`src/rtl/single_float_pkg.sv`:
```
// Shared IEEE-754 single-precision helpers and FSM encoding for the max-stream reduction.
package single_float_pkg;

  localparam logic [31:0] CANON_NAN = 32'h7FC00000;
  localparam logic [7:0]  EXP_ONES  = 8'hFF;

  typedef enum logic [1:0] {
    S_IDLE  = 2'd0,
    S_ACCUM = 2'd1,
    S_DONE  = 2'd2
  } state_t;

  function automatic logic is_nan(input logic [31:0] bits);
    return (bits[30:23] == EXP_ONES) && (bits[22:0] != 23'd0);
  endfunction

  // Monotonic unsigned key: -inf lowest, -0 just below +0, +inf highest.
  function automatic logic [31:0] order_key(input logic [31:0] bits);
    return bits[31] ? ~bits : (bits ^ 32'h80000000);
  endfunction

endpackage

```
`src/rtl/single_gt.sv`:
```
// Strict greater-than on single-precision values under the total ordering key.
module single_gt
  import single_float_pkg::*;
(
  input  logic [31:0] a,
  input  logic [31:0] b,
  output logic        a_gt_b
);

  // A NaN never wins, and any number beats a canonical NaN held as the running max.
  assign a_gt_b = !is_nan(a) && (is_nan(b) || (order_key(a) > order_key(b)));

endmodule

```
`src/rtl/single_max_stream.sv`:
```
// Framed running-maximum reduction: one (max, first index, count, overflow) result per frame.
module single_max_stream
  import single_float_pkg::*;
#(
  parameter int MAX_LEN = 1024,
  parameter int IDX_W   = 10
) (
  input  logic              clk,
  input  logic              rst,
  input  logic [31:0]       in_a,
  input  logic              in_valid,
  input  logic              in_last,
  output logic              in_ready,
  output logic [31:0]       out_z,
  output logic [IDX_W-1:0]  out_index,
  output logic [IDX_W:0]    out_count,
  output logic              out_overflow,
  output logic              out_valid,
  input  logic              out_ready
);

  localparam logic [IDX_W:0] LAST_IDX = (IDX_W+1)'(MAX_LEN - 1);
  localparam bit             ONE_LEN  = (MAX_LEN == 1);

  state_t           state_q;
  logic [31:0]      max_q;
  logic [IDX_W-1:0] idx_q;
  logic [IDX_W:0]   cnt_q;
  logic             ovf_q;
  logic             new_gt;
  logic             accept;

  single_gt u_gt (
    .a      (in_a),
    .b      (max_q),
    .a_gt_b (new_gt)
  );

  assign in_ready = (state_q != S_DONE);
  assign accept   = in_valid && in_ready;

  always_ff @(posedge clk) begin
    if (rst) begin
      state_q <= S_IDLE;
      max_q   <= 32'd0;
      idx_q   <= '0;
      cnt_q   <= '0;
      ovf_q   <= 1'b0;
    end else begin
      case (state_q)
        S_IDLE: begin
          if (accept) begin
            // An all-NaN frame reports the canonical NaN at index 0.
            max_q   <= is_nan(in_a) ? CANON_NAN : in_a;
            idx_q   <= '0;
            cnt_q   <= (IDX_W+1)'(1);
            ovf_q   <= ONE_LEN && !in_last;
            state_q <= (in_last || ONE_LEN) ? S_DONE : S_ACCUM;
          end
        end
        S_ACCUM: begin
          if (accept) begin
            if (new_gt) begin
              max_q <= in_a;
              idx_q <= cnt_q[IDX_W-1:0];
            end
            cnt_q <= cnt_q + (IDX_W+1)'(1);
            if (in_last) begin
              ovf_q   <= 1'b0;
              state_q <= S_DONE;
            end else if (cnt_q == LAST_IDX) begin
              ovf_q   <= 1'b1;
              state_q <= S_DONE;
            end
          end
        end
        S_DONE: begin
          if (out_ready) state_q <= S_IDLE;
        end
        default: state_q <= S_IDLE;
      endcase
    end
  end

  assign out_valid    = (state_q == S_DONE);
  assign out_z        = max_q;
  assign out_index    = idx_q;
  assign out_count    = cnt_q;
  assign out_overflow = ovf_q;

endmodule

```
`config.mk`:
```
export PLATFORM = sky130hd
export DESIGN_NAME = single_max_stream
export DESIGN_NICKNAME = d
export VERILOG_FILES = /design/src/rtl/single_float_pkg.sv /design/src/rtl/single_gt.sv /design/src/rtl/single_max_stream.sv
export SDC_FILE = /design/constraint.sdc
export NUM_CORES = 1
export LEC_CHECK = 0
export CAP_MARGIN = 20
export CORE_MARGIN = 2
export CORE_UTILIZATION = 50
export DETAILED_ROUTE_END_ITERATION = 7
export GPL_TIMING_DRIVEN = 0
export PLACE_DENSITY = 0.81
export SLEW_MARGIN = 30
export SYNTH_ARGS = -nofsm -noshare
export SYNTH_HDL_FRONTEND = slang
export SYNTH_SLANG_ARGS = --single-unit
```
`constraint.sdc`:
```
create_clock -name clk -period 4.4 [get_ports clk]
set_input_delay 0.44 -clock clk [delete_from_list [all_inputs] [get_ports clk]]
set_output_delay 0.44 -clock clk [all_outputs]
set_load 0.005 [all_outputs]
```
==> flow_summary.json, run 1 <==
{
  "critical_path_class": "flip-flop to flip-flop",
  "clk_pin_slew_ns": 0.11,
  "async_flop_share_pct": 0,
  "cts.sinks": 56,
  "cts_setup_buffers": 0,
  "synth_area_sq_um": 3680,
  "crit_fanout": 10,
  "timing.rr.start": "out_z[31]",
  "syn_inst": 425,
  "grt_max_degree": 21,
  "drtPass1Iterations": 4,
  "final_util_pct": 67.0,
  "finalSetupTns_ns": 0,
  "grt_util_all_layers_pct": 25.0,
  "hold_start": "state_q[1]",
  "period_needed_ns": 4.05,
  "grt_pass1_wl_microns": 16800,
  "via_per_inst": 5.58,
  "setup_violations": 0,
  "drive_gt1_share_pct": 2.87,
  "syn_nets": 495,
  "clockBufferDepth": 2,
  "r2r_end": "out_index[4]",
  "die_y_microns": 89.8,
  "hold_class": "flip-flop to flip-flop",
  "clk_latency_ns": 0.33,
  "grt_pass1_vias": 3480,
  "hold_viol": 0,
  "status": "finished, final reports clean",
  "antenna_left": 0,
  "die_area_sq_um": 8070,
  "multi_input_area_sq_um": 2450,
  "r2r_cells": 11,
  "wl_per_cell_microns": 16.0,
  "start_kind": "flip-flop",
  "grt_remaining_overflow": 0,
  "fillers": 583,
  "power_mw": 1.32,
  "n_antenna_cell": 0,
  "ys.warnings.count": 0,
  "hold_depth": 1,
  "synth-seq-cells": 56,
  "core_sq_um": 7180,
  "ctsResizeCount": 0,
  "synthDistinctLibCells": 43,
  "h-tree-depth": 2,
  "hpwl_microns": 7600,
  "ff_latch_area_sq_um": 1120,
  "leakagePower_nw": 1.75,
  "critPathArrivalTime_ns": 4.32,
  "synth-main-ff-cell": "dfxtp_1",
  "io_buffers": 90,
  "synth_edf_count": 0,
  "power-per-cell-area_nw_per_um2": 275,
  "max_clock_freq_mhz": 247,
  "worstPathRequired_ns": 4.68,
  "cts_made_buffers": 5,
  "yosysSeqAreaShare_pct": 30.4,
  "reg2reg_slack_ns": 0.35,
  "vdd_drop_max_mv": 0.174,
  "cap_viol_max_count": 0,
  "num-nets-final": 592,
  "finalCritPeriodShare_pct": 92.0,
  "fin_worst_hold_slack_ns": 0.498,
  "clockRootBuffer": "clkbuf_8",
  "antenna_found_initial": 0,
  "rsz0062_at_grt": "false",
  "gp_congestion": 0.893,
  "cts_tree": "done",
  "die-width_microns": 89.8,
  "worst_hold_path.endpoint": "state_q[0]",
  "cp-end-kind": "flip-flop",
  "slew_headroom_pct": 45.2,
  "drtIter0Drc": 156,
  "num_vias": 3472,
  "row_count": 31,
  "initial_core_util_pct": 51.3,
  "slew_violations": 0,
  "routed_wl_microns": 9970,
  "syn_avg_cell_area_sq_um": 8.67,
  "area_delta_synth_final_pct": 30.5,
  "ios": 93,
  "tightest_slew_ns": 0.822,
  "cts_hold_buf": 0,
  "timing.clock.skew_ns": 0.00503,
  "remaining_drc_errors": 0
}
cell families after synthesis:
group / share of synthesized area [%]
AO/OA/AOI/OAI: 12.5
adder cells (fa/ha/maj): 11.2
multiplexers: 6.25
buffers and inverters: 2.96
flip-flops: 30.4
AND/OR/NAND/NOR: 20.5
XOR/XNOR: 16.2
registers in the layout (all words and copies together) (netlist names):
register      flops
out_z            32
out_count        11
out_index        10
state_q           2
out_overflow      1
routing by layer:
| metal | track usage, % | part of all wire (%) | wire, microns | vias up |
|---|---|---|---|---|
| met1 | 32.4 | 45 | 4520 | 1641 |
| met5 | 0 | 0 | 0 | - |
| met2 | 42.8 | 48 | 4780 | 116 |
| met4 | 6.92 | 1.6 | 160 | 0 |
| li1 | - | - | - | 1700 |
| met3 | 4.36 | 5.2 | 516 | 15 |
power breakdown:
part	total, mW	internal (mW)	switching [mW]
clock	0.321	0.121	0.200
sequential	0.565	0.532	0.0323
combinational	0.436	0.216	0.220
total	1.32	0.870	0.452
critical path, cell delays in order, from the launching register on:
cell	delay (ns)
dfxtp_1	0.39
clkbuf_1	0.21
buf_1	0.59
xnor2_1	0.17
ha_1	0.34
nand4_1	0.19
nor3_1	0.07
a221o_1	0.32
o211ai_1	0.30
nand4_1	0.45
a21oi_1	0.70
a22o_1	0.25
through the flow:
stage | cell area, sq um | worst slack, ns | std cells
floorplan | 3680 | 1.03 | 425
global placement | 4710 | 0.275 | 614
detailed placement | 4710 | 0.0859 | 614
CTS | 4810 | 0.342 | 622
global route | 4810 | 0.0934 | 622
finish | 4810 | 0.353 | 622
cell usage in the layout, fill, tap and decap left out, types with 3 or more instances in the layout:
cell,Yosys,routed
buf_1,7,7
inv_1,5,5
xor2_1,36,36
a21oi_1,33,33
ha_1,33,33
nand2b_1,25,25
xnor2_1,32,32
nand2_1,41,41
nand4_1,17,17
clkbuf_8,0,5
nor2_1,17,17
clkbuf_1,13,13
clkdlybuf4s50_1,0,90
nor3_1,5,5
nand3_1,13,13
dfxtp_1,56,56
nor4_1,10,10
or3_1,3,3
a22o_1,8,8
mux2i_1,23,23
o21ai_0,17,17
cells in the mapped netlist (7+ instances only):
library cell	number	area share, %
dfxtp_1	56	30
nand2_1	41	4.2
xor2_1	36	8.6
a21oi_1	33	4.5
ha_1	33	11
xnor2_1	32	7.6
nand2b_1	25	4.2
mux2i_1	23	6.2
nand4_1	17	2.9
nor2_1	17	1.7
o21ai_0	17	2.3
clkbuf_1	13	1.3
nand3_1	13	1.8
nor4_1	10	1.7
a22o_1	8	1.9
buf_1	7	0.71
worst max path at each step:
stage / start / endpoint
global route: out_z[31] / out_index[3]
global placement: in_a[31] / out_index[4]
detailed placement: in_a[31] / out_index[4]
finish: out_z[31] / out_index[4]
CTS: out_z[31] / out_index[4]
floorplan: in_a[31] / out_index[2]
cell type report:
cell class                      count  share of cell area (%)
Sequential cell                    56                    23.3
Clock buffer                        5                    1.43
Clock inverter                      3                   0.599
Buffer                             22                    1.87
Timing Repair Buffer               90                    18.7
Tap cell                           99                    2.58
Inverter                            5                   0.391
Multi-Input combinational cell    342                    51.1
No activity file was read; power rests on OpenSTA's default activity.
==> run 2: changes to the inputs <==
--- a/config.mk
+++ b/config.mk
@@ -5,9 +5,10 @@
 export SDC_FILE = /design/constraint.sdc
 export NUM_CORES = 1
 export LEC_CHECK = 0
-export CAP_MARGIN = 20
+export CAP_MARGIN = 30
 export CORE_MARGIN = 2
 export CORE_UTILIZATION = 50
+export CTS_CLUSTER_DIAMETER = 60
 export DETAILED_ROUTE_END_ITERATION = 7
 export GPL_TIMING_DRIVEN = 0
 export PLACE_DENSITY = 0.81
==> results of run 2 <==
Same layout as run 1: the final DEF is identical, and so are final timing and power.
